$ cat src/rtl/alarm_clock_pkg.sv
// Shared types, limits and BCD time helpers for the multi-alarm clock.
package alarm_clock_pkg;

  typedef enum logic [1:0] {
    ST_IDLE    = 2'd0,
    ST_RINGING = 2'd1,
    ST_SNOOZED = 2'd2
  } state_t;

  typedef struct packed {
    logic [1:0] h1;
    logic [3:0] h0;
    logic [3:0] m1;
    logic [3:0] m0;
  } hhmm_t;

  localparam int MAX_HOUR = 23;
  localparam int MAX_MIN  = 59;

  // Checks that a keypad HH:MM entry is a legal 24-hour time.
  function automatic logic valid_hhmm(hhmm_t t);
    int unsigned hr;
    int unsigned mn;
    hr = 32'(t.h1) * 10 + 32'(t.h0);
    mn = 32'(t.m1) * 10 + 32'(t.m0);
    return (hr <= MAX_HOUR) && (t.h0 <= 4'd9) && (mn <= MAX_MIN) && (t.m0 <= 4'd9);
  endfunction

  // Adds a minute offset to an HH:MM value, wrapping at midnight.
  function automatic hhmm_t bcd_add_minutes(hhmm_t t, int unsigned mins);
    int unsigned tot;
    int unsigned hr;
    int unsigned mn;
    hhmm_t       r;
    tot  = (32'(t.h1) * 10 + 32'(t.h0)) * (MAX_MIN + 1) + 32'(t.m1) * 10 + 32'(t.m0) + mins;
    tot  = tot % ((MAX_HOUR + 1) * (MAX_MIN + 1));
    hr   = tot / (MAX_MIN + 1);
    mn   = tot % (MAX_MIN + 1);
    r.h1 = 2'(hr / 10);
    r.h0 = 4'(hr % 10);
    r.m1 = 4'(mn / 10);
    r.m0 = 4'(mn % 10);
    return r;
  endfunction

endpackage

$ cat src/rtl/bcd_time_counter.sv
// Seconds divider plus 24-hour HH:MM:SS BCD counter with synchronous load.
module bcd_time_counter
  import alarm_clock_pkg::*;
#(
  parameter int CLK_DIV = 10
) (
  input  logic       clk,
  input  logic       reset,
  input  logic       i_ld,
  input  hhmm_t      i_ld_val,
  output hhmm_t      o_hhmm,
  output logic [3:0] o_s1,
  output logic [3:0] o_s0,
  output logic       o_tick,
  output logic       o_sec_wrap
);

  localparam int DW = $clog2(CLK_DIV);

  logic [DW-1:0] r_div;
  hhmm_t         r_hhmm;
  logic [3:0]    r_s1;
  logic [3:0]    r_s0;
  logic          w_tick;

  assign w_tick     = (r_div == DW'(CLK_DIV - 1));
  assign o_tick     = w_tick;
  // A tick leaving :59 means the seconds are about to read :00.
  assign o_sec_wrap = w_tick && (r_s1 == 4'd5) && (r_s0 == 4'd9);
  assign o_hhmm     = r_hhmm;
  assign o_s1       = r_s1;
  assign o_s0       = r_s0;

  // Divider and cascaded BCD digits; a load wins over a coincident tick.
  always_ff @(posedge clk) begin
    if (!reset) begin
      r_div  <= '0;
      r_hhmm <= '0;
      r_s1   <= '0;
      r_s0   <= '0;
    end else if (i_ld) begin
      r_div  <= '0;
      r_hhmm <= i_ld_val;
      r_s1   <= '0;
      r_s0   <= '0;
    end else if (w_tick) begin
      r_div <= '0;
      if (r_s0 != 4'd9) r_s0 <= r_s0 + 4'd1;
      else begin
        r_s0 <= '0;
        if (r_s1 != 4'd5) r_s1 <= r_s1 + 4'd1;
        else begin
          r_s1 <= '0;
          if (r_hhmm.m0 != 4'd9) r_hhmm.m0 <= r_hhmm.m0 + 4'd1;
          else begin
            r_hhmm.m0 <= '0;
            if (r_hhmm.m1 != 4'd5) r_hhmm.m1 <= r_hhmm.m1 + 4'd1;
            else begin
              r_hhmm.m1 <= '0;
              if (r_hhmm.h1 == 2'd2 && r_hhmm.h0 == 4'd3) begin
                r_hhmm.h1 <= '0;
                r_hhmm.h0 <= '0;
              end else if (r_hhmm.h0 == 4'd9) begin
                r_hhmm.h0 <= '0;
                r_hhmm.h1 <= r_hhmm.h1 + 2'd1;
              end else begin
                r_hhmm.h0 <= r_hhmm.h0 + 4'd1;
              end
            end
          end
        end
      end
    end else begin
      r_div <= r_div + DW'(1);
    end
  end

endmodule

$ cat src/rtl/alarm_clock_multi.sv
// Multi-slot alarm clock: alarm slots, ring/snooze FSM and 12/24h display.
//   state      | meaning
//   ST_IDLE    | quiet, waiting for an enabled slot to match
//   ST_RINGING | Alarm high, ring counter counting seconds
//   ST_SNOOZED | quiet, waiting for the snooze target or a new match
module alarm_clock_multi
  import alarm_clock_pkg::*;
#(
  parameter  int CLK_DIV      = 10,
  parameter  int N_ALARMS     = 4,
  parameter  int SNOOZE_MIN   = 5,
  parameter  int RING_MAX_SEC = 60,
  localparam int SELW         = (N_ALARMS > 1) ? $clog2(N_ALARMS) : 1
) (
  input  logic                clk,
  input  logic                reset,
  input  logic                LD_time,
  input  logic                LD_alarm,
  input  logic [SELW-1:0]     alarm_sel,
  input  logic [N_ALARMS-1:0] AL_EN,
  input  logic                STOP_al,
  input  logic                SNOOZE,
  input  logic                mode_12h,
  input  logic [1:0]          H_in1,
  input  logic [3:0]          H_in0,
  input  logic [3:0]          M_in1,
  input  logic [3:0]          M_in0,
  output logic [1:0]          H_out1,
  output logic [3:0]          H_out0,
  output logic [3:0]          M_out1,
  output logic [3:0]          M_out0,
  output logic [3:0]          S_out1,
  output logic [3:0]          S_out0,
  output logic                PM,
  output logic                Alarm,
  output logic [SELW-1:0]     alarm_src,
  output logic                snoozed,
  output logic                tick_1s
);

  hhmm_t           w_in;
  hhmm_t           w_now;
  logic [3:0]      w_s1;
  logic [3:0]      w_s0;
  logic            w_tick;
  logic            w_sec_wrap;
  logic            w_ld_time_ok;
  logic            w_ld_alarm_ok;
  logic [31:0]     w_sel_ext;
  logic            w_match_any;
  logic [SELW-1:0] w_match_idx;
  logic [4:0]      w_hr;
  logic [4:0]      w_disp;

  hhmm_t           r_slot [N_ALARMS];
  logic            r_eval;
  state_t          r_state;
  state_t          w_state_nxt;
  logic [SELW-1:0] r_src;
  logic [SELW-1:0] w_src_nxt;
  logic [7:0]      r_ring;
  logic [7:0]      w_ring_nxt;
  hhmm_t           r_target;
  hhmm_t           w_target_nxt;

  assign w_in          = {H_in1, H_in0, M_in1, M_in0};
  assign w_sel_ext     = 32'(alarm_sel);
  assign w_ld_time_ok  = LD_time && valid_hhmm(w_in);
  assign w_ld_alarm_ok = LD_alarm && valid_hhmm(w_in) && (w_sel_ext < 32'(N_ALARMS));

  bcd_time_counter #(.CLK_DIV(CLK_DIV)) u_time (
    .clk        (clk),
    .reset      (reset),
    .i_ld       (w_ld_time_ok),
    .i_ld_val   (w_in),
    .o_hhmm     (w_now),
    .o_s1       (w_s1),
    .o_s0       (w_s0),
    .o_tick     (w_tick),
    .o_sec_wrap (w_sec_wrap)
  );

  // Alarm slot storage, written only by a legal load to an existing slot.
  always_ff @(posedge clk) begin
    if (!reset) begin
      for (int i = 0; i < N_ALARMS; i++) r_slot[i] <= '0;
    end else if (w_ld_alarm_ok) begin
      r_slot[alarm_sel] <= w_in;
    end
  end

  // Flags the cycle in which the freshly updated time is compared to the slots.
  always_ff @(posedge clk) begin
    if (!reset) r_eval <= 1'b0;
    else        r_eval <= w_ld_time_ok || w_sec_wrap;
  end

  // Priority search over enabled slots; the lowest index wins.
  always_comb begin
    w_match_any = 1'b0;
    w_match_idx = '0;
    for (int i = N_ALARMS - 1; i >= 0; i--) begin
      if (AL_EN[i] && (r_slot[i] == w_now)) begin
        w_match_any = 1'b1;
        w_match_idx = SELW'(i);
      end
    end
  end

  // FSM state, source slot, ring counter and snooze target registers.
  always_ff @(posedge clk) begin
    if (!reset) begin
      r_state  <= ST_IDLE;
      r_src    <= '0;
      r_ring   <= '0;
      r_target <= '0;
    end else begin
      r_state  <= w_state_nxt;
      r_src    <= w_src_nxt;
      r_ring   <= w_ring_nxt;
      r_target <= w_target_nxt;
    end
  end

  // Next-state logic; STOP beats SNOOZE, which beats the ring timeout.
  always_comb begin
    w_state_nxt  = r_state;
    w_src_nxt    = r_src;
    w_ring_nxt   = r_ring;
    w_target_nxt = r_target;
    case (r_state)
      ST_IDLE: begin
        if (r_eval && w_match_any) begin
          w_state_nxt = ST_RINGING;
          w_src_nxt   = w_match_idx;
          w_ring_nxt  = '0;
        end
      end
      ST_RINGING: begin
        if (STOP_al) begin
          w_state_nxt = ST_IDLE;
        end else if (SNOOZE) begin
          w_state_nxt  = ST_SNOOZED;
          w_target_nxt = bcd_add_minutes(w_now, 32'(SNOOZE_MIN));
        end else if (r_ring >= 8'(RING_MAX_SEC)) begin
          w_state_nxt = ST_IDLE;
        end else if (w_tick) begin
          w_ring_nxt = r_ring + 8'd1;
        end
      end
      ST_SNOOZED: begin
        if (STOP_al) begin
          w_state_nxt = ST_IDLE;
        end else if ((w_now == r_target) && (w_s1 == 4'd0) && (w_s0 == 4'd0)) begin
          w_state_nxt = ST_RINGING;
          w_ring_nxt  = '0;
        end else if (r_eval && w_match_any) begin
          w_state_nxt = ST_RINGING;
          w_src_nxt   = w_match_idx;
          w_ring_nxt  = '0;
        end
      end
      default: w_state_nxt = ST_IDLE;
    endcase
  end

  assign Alarm     = (r_state == ST_RINGING);
  assign snoozed   = (r_state == ST_SNOOZED);
  assign alarm_src = r_src;
  assign tick_1s   = w_tick;
  assign M_out1    = w_now.m1;
  assign M_out0    = w_now.m0;
  assign S_out1    = w_s1;
  assign S_out0    = w_s0;

  // Hour display: PM from the 24h hour, optional 12h remap, back to BCD.
  always_comb begin
    w_hr   = 5'(32'(w_now.h1) * 10 + 32'(w_now.h0));
    PM     = (w_hr >= 5'd12);
    w_disp = w_hr;
    if (mode_12h) begin
      if (w_hr == 5'd0)      w_disp = 5'd12;
      else if (w_hr > 5'd12) w_disp = w_hr - 5'd12;
    end
    if (w_disp >= 5'd20) begin
      H_out1 = 2'd2;
      H_out0 = 4'(w_disp - 5'd20);
    end else if (w_disp >= 5'd10) begin
      H_out1 = 2'd1;
      H_out0 = 4'(w_disp - 5'd10);
    end else begin
      H_out1 = 2'd0;
      H_out0 = 4'(w_disp);
    end
  end

endmodule

$ cat config.mk
export PLATFORM = sky130hd
export DESIGN_NAME = alarm_clock_multi
export DESIGN_NICKNAME = d
export VERILOG_FILES = /design/src/rtl/alarm_clock_pkg.sv /design/src/rtl/bcd_time_counter.sv /design/src/rtl/alarm_clock_multi.sv
export SDC_FILE = /design/constraint.sdc
export NUM_CORES = 1
export LEC_CHECK = 0
export CAP_MARGIN = 25
export CORE_UTILIZATION = 50
export CTS_BUF_LIST = sky130_fd_sc_hd__clkbuf_4
export CTS_CLUSTER_DIAMETER = 80
export DETAILED_ROUTE_END_ITERATION = 12
export PLACE_DENSITY = 0.69
export RECOVER_POWER = 50
export SLEW_MARGIN = 20
export SYNTH_ARGS = -nofsm -noshare
export SYNTH_HDL_FRONTEND = slang
export SYNTH_SLANG_ARGS = --single-unit
$ cat constraint.sdc
create_clock -name clk -period 17 [get_ports clk]
set_clock_uncertainty 0.05 [all_clocks]
set_input_delay 4.25 -clock clk [delete_from_list [all_inputs] [get_ports clk]]
set_output_delay 4.25 -clock clk [all_outputs]
set_load 0.02 [all_outputs]
==> results.txt, run 1 <==
The post-synthesis to final-layout area growth came out at 8.14%. Tracing the worst setup path back leads to its startpoint at mode_12h. In this run the power spent charging and discharging nets is 0.212 mW. The initial standard-cell utilization of the core came out at 0.513. The number of buffers added to fix hold violations after cts came out at 0. The share of the clock period used by the worst path is 0.660. The register bit count reported by yosys came out at 109. The per-instance average area after synthesis came out at between 8 and 9 µm². The post-synthesis simple-gate area fraction came out at 0.213.

The final hold violation count came out at 0. In this run the most critical hold path is launched from alarm_src[0]$_SDFFE_PN0P_. The count of different cell masters after synthesis came out at 100. The sequential cell area fraction in the yosys report came out at 0.273.

In this run the critical register-to-register path is captured at r_target[10]$_SDFFE_PN0P_. For this design the top-level I/O count stands at between 50 and 60. The number of buffers on the longest clock path is 2. The run finished with clean final reports. Of the total power, the clock network draws 0.213. The share of synthesized area in the top cell type comes to 0.167. The number of setup violations in the final report is 0. The critical path required time came out at 12.70 ns.

In the final layout, the share of cells above drive strength 1 is 0.0708. The adder and majority gate portion of the synthesized area is 0.119. Across all layers, the routed design uses 8753 vias. The clock input transition at the sequential cells of the worst setup and hold paths came out at ~0.17 ns. The final wirelength came out at 25100 µm. The buffers inserted during post-CTS setup optimization came out at 0. The data arrival at the endpoint of the critical path is 6.92 ns. Counting instances in the post-synthesis netlist gives the leading cell types as 96 x sky130_fd_sc_hd__nor2_1, 83 x sky130_fd_sc_hd__nand2_1, 77 x sky130_fd_sc_hd__xnor2_1. The worst setup path is launched from an input pin. The fraction of registers with async set or reset after synthesis came out at 0. The die is 144 µm wide. The maximum operating frequency came out at 89.1 MHz. The total core area came out at 0.0196 mm². For hold timing, the worst endpoint is alarm_src[0]$_SDFFE_PN0P_.

The later pin in the worst-skew pair is clocked with a latency of 0.47 ns. Yosys instantiated no cell more often than sky130_fd_sc_hd__nor2_1. The internal portion of the total power is 0.394 mW. The area of all sequential standard cells came out at approximately 0.0027 mm². The max-slew violation count is 0. The cell count of the worst hold path is 2.

TritonCTS built the clock tree. The max-slew headroom at the worst pin came out at 0.398. The share of total power consumed by net switching is 0.350. The number of antenna violations at the first check in global routing came to 0.

The cell count of the worst reg-to-reg path is 35. Counting every net in the synthesized netlist gives 1277. The area of the mapped netlist came out at 0.0101 mm².

For this run, the total global-route usage over all layers was measured as 0.250. At the pin with the least slew margin, the transition time is 0.900 ns. The worst path in the final design needs a cycle of 11.22 ns, including I/O delays and setup. The final net count is 1297. The power per cell area came out at 55.7 mW/mm². Setup repair after global routing left no endpoint under its margin. The number of vias per cell after detailed routing is 6.03. The standby leakage power came out at 4.32 nW. The multi-input combinational cell area is 0.00683 mm². The sequential share of power came out at 0.489. The worst-case vdd ir drop came out at 0.0336 mV.

The synthesized design contains 56 enable-type register cells. The count of synthesis-stage warnings from yosys came out at 0. The dominant cell type by area after synthesis is sky130_fd_sc_hd__edfxtp_1. The global-route wire length before repair is 40900 µm. Yosys attributes the largest share of cell area to sky130_fd_sc_hd__edfxtp_1 17%, sky130_fd_sc_hd__dfxtp_1 11%, sky130_fd_sc_hd__ha_1 9.3%, sky130_fd_sc_hd__xnor2_1 6.7%, sky130_fd_sc_hd__nor2_1 3.6%.

Input and output buffers added on the ports amount to 54. In this run, CTS created clock tree buffers numbering 9. By area, the combinational part of the netlist is dominated by compound AO/OA/AOI/OAI gates. For this run, design rule violations remaining after detail routing come to 0. The die span in y is 144 µm. The tightest min-delay check is of the reg -> reg type. The cell sitting at the root of the clock tree is a sky130_fd_sc_hd__clkbuf_4. Of the total synthesized cell area, the portion taken by XOR and XNOR cells is 0.0991. 0 antenna diodes ended up in the layout. The worst setup margin came out at 5.78 ns. The floorplan die area came out at 0.0207 mm². The post-placement setup slack came out at 5.77 ns.

The wire length per cell came out at ~17 µm. In this run, post-CTS repair resized a total of 0 instances. The post-detailed-placement half-perimeter wirelength is around 19000 µm. In this run the worst path has a maximum fanout of 7. Entering global routing, the biggest net connects between 40 and 50 pins. The number of rows in the core area is 51. The class of the most critical setup path is in -> out. The cell count after synthesis is roughly 1.2k. The detailed router's first-iteration violation count is 840.

The part of the power in combinational logic came out at 0.298. The mux share of post-synthesis cell area is 0.0161. The number of levels in the clock H-tree came out at 3. The setup TNS is 0 ns. The overflow left after global routing came out at 0. The number of max-cap violations came out at 0. The placed instances occupy a cell area of 0.0107 mm².

The tree built by TritonCTS fans out to 109 sinks. The post-synthesis compound-gate area fraction is 0.232. Routability-driven placement finished with a final weighted congestion of 0.918. STA classifies the critical path endpoint as an output port. The number of global-route vias before repair came to ~8k. The first-pass detailed-route iteration total is 6. The number of filler cells placed in the layout is approximately 1.9k.

The final standard cell area without fillers is between 0.01 and 0.015 mm². In this run the critical register-to-register path is launched from u_time.o_hhmm[12]$_SDFFE_PN0P_. The final core utilization came out at 0.555.

The register-to-register setup slack is between 5 and 6 ns. The dominant register cell in the synthesized netlist is sky130_fd_sc_hd__edfxtp_1. The number of antenna-violating nets in the routed design is 0.
worst max-delay path, stage by stage:
cell,delay [ns]
sky130_fd_sc_hd__clkdlybuf4s50_1,0.59
sky130_fd_sc_hd__nor2_1,0.08
sky130_fd_sc_hd__a21oi_1,0.25
sky130_fd_sc_hd__inv_1,0.08
sky130_fd_sc_hd__ha_1,0.20
sky130_fd_sc_hd__a311oi_1,0.34
sky130_fd_sc_hd__nor2_1,0.13
sky130_fd_sc_hd__a21oi_1,0.24
sky130_fd_sc_hd__xnor2_1,0.15
sky130_fd_sc_hd__clkdlybuf4s50_1,0.62
worst max-delay path by stage:
| stage | end | depth (start not counted) | slack, ns |
|---|---|---|---|
| 5_1_grt | r_target[1]$_SDFFE_PN0P_ | 33 | 4.98 |
| 2_1_floorplan | H_out0[1] | 8 | 6.67 |
| 4_1_cts | H_out0[1] | 10 | 5.76 |
| 3_5_place_dp | H_out0[1] | 10 | 5.77 |
| 3_3_place_gp | H_out0[1] | 10 | 5.88 |
| 6_report | H_out0[1] | 10 | 5.78 |
metrics by stage:
stage / std cells / hold slack, ns / power [mW]
2_1_floorplan: 1162 / 0.381 / 0.431
3_3_place_gp: 1436 / 0.389 / 0.479
5_1_grt: 1452 / 0.437 / 0.639
4_1_cts: 1452 / 0.415 / 0.608
3_5_place_dp: 1436 / 0.393 / 0.481
6_report: 1452 / 0.405 / 0.606
registers in the layout, indices dropped and copies added, names as in the netlist:
name           count
r_target          14
r_ring             8
r_state            2
u_time.o_s0        4
u_time.o_hhmm     14
alarm_src          2
u_time.r_div       4
r_eval             1
r_slot            56
u_time.o_s1        4
layout make-up:
type,instances,area share
sequential,109,0.252
inverter,56,0.0193
multi-input combinational,940,0.628
tap,265,0.0305
clock buffer,10,0.00691
timing repair buffer,66,0.0570
clock inverter,6,0.00587
power groups by stage:
| stage | registers (mW) | clock network [mW] | logic (mW) |
|---|---|---|---|
| finish | 0.296 | 0.129 | 0.180 |
| floorplan | 0.297 | 0 | 0.134 |
| global placement | 0.302 | 0 | 0.177 |
| global route | 0.298 | 0.141 | 0.200 |
| CTS | 0.296 | 0.132 | 0.180 |
| detailed placement | 0.302 | 0 | 0.179 |
logic make-up (layout without fill, tap and decap cells):
logic type                 after synthesis  in the layout
xor gates and xnor gates               109            109
DFF                                    109            109
adders and majority gates               88             88
buffers and inverters                  113            138
and+or+nand+nor                        414            414
AOI/OAI and AO/OA                      315            315
muxes                                   14             14
per-layer routing:
layer | up-vias | global-route usage | wire, µm
li1 | 4336 | - | -
met1 | 4157 | 0.357 | 12000
met2 | 246 | 0.409 | 11700
met3 | 14 | 0.0253 | 1180
met4 | 0 | 0.0465 | 162
met5 | - | 0 | 0
cells in the final DEF (no fill, tap or decap), types with 9 or more instances in the layout:
cell,instances
sky130_fd_sc_hd__xor2_1,28
sky130_fd_sc_hd__o21ai_0,50
sky130_fd_sc_hd__edfxtp_1,56
sky130_fd_sc_hd__nand2b_1,9
sky130_fd_sc_hd__inv_1,54
sky130_fd_sc_hd__clkdlybuf4s50_1,28
sky130_fd_sc_hd__nor3_1,40
sky130_fd_sc_hd__o21ai_1,11
sky130_fd_sc_hd__buf_4,9
sky130_fd_sc_hd__xnor2_1,77
sky130_fd_sc_hd__dlygate4sd3_1,26
sky130_fd_sc_hd__and2_1,33
sky130_fd_sc_hd__clkbuf_4,10
sky130_fd_sc_hd__fa_1,13
sky130_fd_sc_hd__nand4_1,29
sky130_fd_sc_hd__nand2_1,83
sky130_fd_sc_hd__ha_1,75
sky130_fd_sc_hd__a21o_1,17
sky130_fd_sc_hd__nor4_1,13
sky130_fd_sc_hd__nor2_1,96
sky130_fd_sc_hd__o211ai_1,14
sky130_fd_sc_hd__a211oi_1,20
sky130_fd_sc_hd__a21oi_1,70
sky130_fd_sc_hd__and3_1,23
sky130_fd_sc_hd__nand3_1,31
sky130_fd_sc_hd__dfxtp_1,53
Power figures use the tool's default switching activity.
==> inputs of run 2 (changes only) <==
--- a/config.mk
+++ b/config.mk
@@ -10,7 +10,7 @@
 export CTS_BUF_LIST = sky130_fd_sc_hd__clkbuf_4
 export CTS_CLUSTER_DIAMETER = 80
 export DETAILED_ROUTE_END_ITERATION = 12
-export PLACE_DENSITY = 0.69
+export PLACE_DENSITY = 0.71
 export RECOVER_POWER = 50
 export SLEW_MARGIN = 20
 export SYNTH_ARGS = -nofsm -noshare
==> constraint.sdc (replaced) <==
create_clock -name clk -period 9.49 [get_ports clk]
set_clock_uncertainty 0.05 [all_clocks]
set_input_delay 2.3725 -clock clk [delete_from_list [all_inputs] [get_ports clk]]
set_output_delay 2.3725 -clock clk [all_outputs]
set_load 0.02 [all_outputs]
==> results.txt, run 2 (synthesis gave the netlist of run 1 again) <==
The first-pass detailed-route iteration total came out at 5. The initial utilization of the core area, before any placement, comes to 0.513. The number of vias after detailed routing is 9470. The worst hold path begins at alarm_src[0]$_SDFFE_PN0P_. The library cell used most frequently in the layout, excluding fill and tap cells, is sky130_fd_sc_hd__buf_4. Summing all placed instances gives a cell area of 0.0115 mm². The register containing the most flip-flops in the final layout is r_slot. The placer's final routability congestion estimate came out at between 0.9 and 1. The final wirelength is 27600 µm. The worst-case vdd ir drop came out at 0.0882 mV. The area of all sequential standard cells came out at 0.00275 mm². The floorplan step set the die width to 144 µm. The die covers between 0.02 and 0.025 mm². Along the worst path, the maximum fanout reaches 8. For the worst-skew pair, the clock arrives at the later sink with an insertion delay of ~0.49 ns. The multi-input combinational cell area is 0.00739 mm². The max-slew violation count is 0. Dividing the detail-routed wire length by the instance count gives about 17 µm. The overflow left after global routing is 0. The final hold violation count came to 0. The share of the clock period used by the worst path came out at 0.989. The total power is 1.21 mW. The number of antenna diodes in the final layout is 0. Summed over all cells, the static leakage comes to approximately 5.1 nW. The endpoint kind of the worst setup timing path is a flop.

In this run the number of H-tree levels came out at 3. Clock tree synthesis selected as its root buffer the cell sky130_fd_sc_hd__clkbuf_4. For this design the top-level I/O count stands at 55. Compared with the post-synthesis result, the final layout area differs by 24.4%. For this run, the total global-route usage over all layers was measured as 0.259.

The number of buffers on the longest clock path is 2. The final period demand of the worst path is ~9.4 ns. The flow ran to the end, and the final reports show no timing, DRC or antenna violations. Detailed placement finished with a half-perimeter wire length of roughly 20000 µm. Based on the critical path, the design can be clocked at up to 107 MHz. The cell count after placement is 1544. The largest net degree at the start of global routing is 47. The longest individual stage delay on the worst path came out at 0.61 ns. The die span in y came out at 144 µm. The number of input and output port buffers inserted is 54.

For the pin with the worst max-slew slack, the measured transition is approximately 1.1 ns. The startpoint identified for the worst register-to-register timing path is u_time.o_hhmm[9]$_SDFFE_PN0P_. In the layout the commonest cells are 145 x sky130_fd_sc_hd__buf_4, 90 x sky130_fd_sc_hd__nor2_1, 78 x sky130_fd_sc_hd__nand2_1. The flip-flop count of the largest register, all copies and words added is 56. The power per cell area came out at 97.0 mW/mm². In this run the worst hold path is classified as reg -> reg. The number of setup violations in the final report is 0. The critical path required time came out at 9.85 ns.

In the routed layout, each cell is associated on average with a via count of 5.96. Once layout is done, the placed cells without fillers occupy ~0.013 mm². The number of antenna-violating nets in the routed design is 0.

The number of buffers added to fix hold violations after cts came out at 0. For the worst setup path, the data arrival time is 9.75 ns. The number of rows in the core area came out at 51. The slowest stage of the critical path belongs to the cell sky130_fd_sc_hd__fa_2. The number of global-route vias before repair is 8571. Leaving out filler cells and counting taps, the final layout contains 1590. The most numerous cell type found on the critical path is sky130_fd_sc_hd__ha_4. The post-detailed-route DRC marker count is 0. For this run, the share of the core covered by cells in the final layout is 0.639.

The clock input transition at the sequential cells of the worst setup and hold paths came out at 0.17 ns. The max-slew headroom at the worst pin came out at 0.234. The first routing iteration left 777 violations. The worst setup path is launched from a flop.

The global-route wire length before repair is between 40000 and 50000 µm. The setup TNS came out at 0 ns. After filler insertion, the fill cell instance count of the layout stands at ~1.6k. The number of antenna violations at the first check in global routing came to 0. The tree built by TritonCTS fans out to about 110 sinks. The number of max-cap violations is 0.

The startpoint of the most critical setup path is u_time.o_hhmm[9]$_SDFFE_PN0P_. The fraction of layout instances using a drive strength above 1 came out at 0.232. The total core area is 0.0196 mm². The CTS tree is yes. The critical path is of the reg -> reg type. The final net count is 1435. Clock tree synthesis inserted a total of 9 buffers.
run 2: cell count changes in the layout (fill, tap and decap cells not counted), sizes merged:
cell           before  now
buf                 9  147
clkbuf             13   12
clkdlybuf4s50      28   27
clkinvlp            1    0
bufinv              0    2
dlygate4sd3        26   27
run 2: timing repair:
action | CTS | global route
buffers inserted | 0 | 30
endpoints found under the setup margin | 7 | 10
pin swaps | 0 | 46
resized for setup | 6 | 113
run 2: final cells by class:
class | count | area share
Multi-Input combinational cell | 940 | 0.591
Sequential cell | 109 | 0.219
Timing Repair Buffer | 204 | 0.133
Tap cell | 265 | 0.0265
Inverter | 56 | 0.0168
Clock inverter | 7 | 0.00830
Clock buffer | 9 | 0.00540
run 2: where the power goes:
group / switching, mW / internal (mW)
Combinational: 0.226 / 0.180
Clock: 0.167 / 0.112
Sequential: 0.0147 / 0.513
Total: 0.408 / 0.805
run 2: worst paths after layout:
| kind | endpoint | slack [ns] | cells after the start |
|---|---|---|---|
| hold reg to reg | alarm_src[0]$_SDFFE_PN0P_ | 0.42 | 2 |
| hold / removal | alarm_src[0]$_SDFFE_PN0P_ | 0.42 | 2 |
| setup reg to reg | r_target[2]$_SDFFE_PN0P_ | 0.10 | 38 |
| setup / recovery | r_target[2]$_SDFFE_PN0P_ | 0.10 | 38 |
run 2: stage by stage:
| step | hold slack, ns | setup WS, ns |
|---|---|---|
| floorplan | 0.381 | 0.00443 |
| global placement | 0.395 | 0.0443 |
| detailed placement | 0.400 | -0.154 |
| CTS | 0.421 | 0.00222 |
| global route | 0.440 | -0.210 |
| finish | 0.415 | 0.104 |
run 2: critical path, delay by kind of cell, from the launching register on:
kind | cells | cell delay, ns
buf+inv | 6 | 0.76
xor+xnor | 2 | 0.34
flops | 1 | 0.37
simple gates | 8 | 2.39
fa+ha+maj | 8 | 2.77
compound gates | 14 | 2.66
run 2: metal layers:
metal	up-vias	wire, µm	track usage
met5	-	0	0
met4	0	307	0.0582
met3	29	1490	0.0283
met2	334	13300	0.431
met1	4493	12500	0.361
li1	4614	-	-
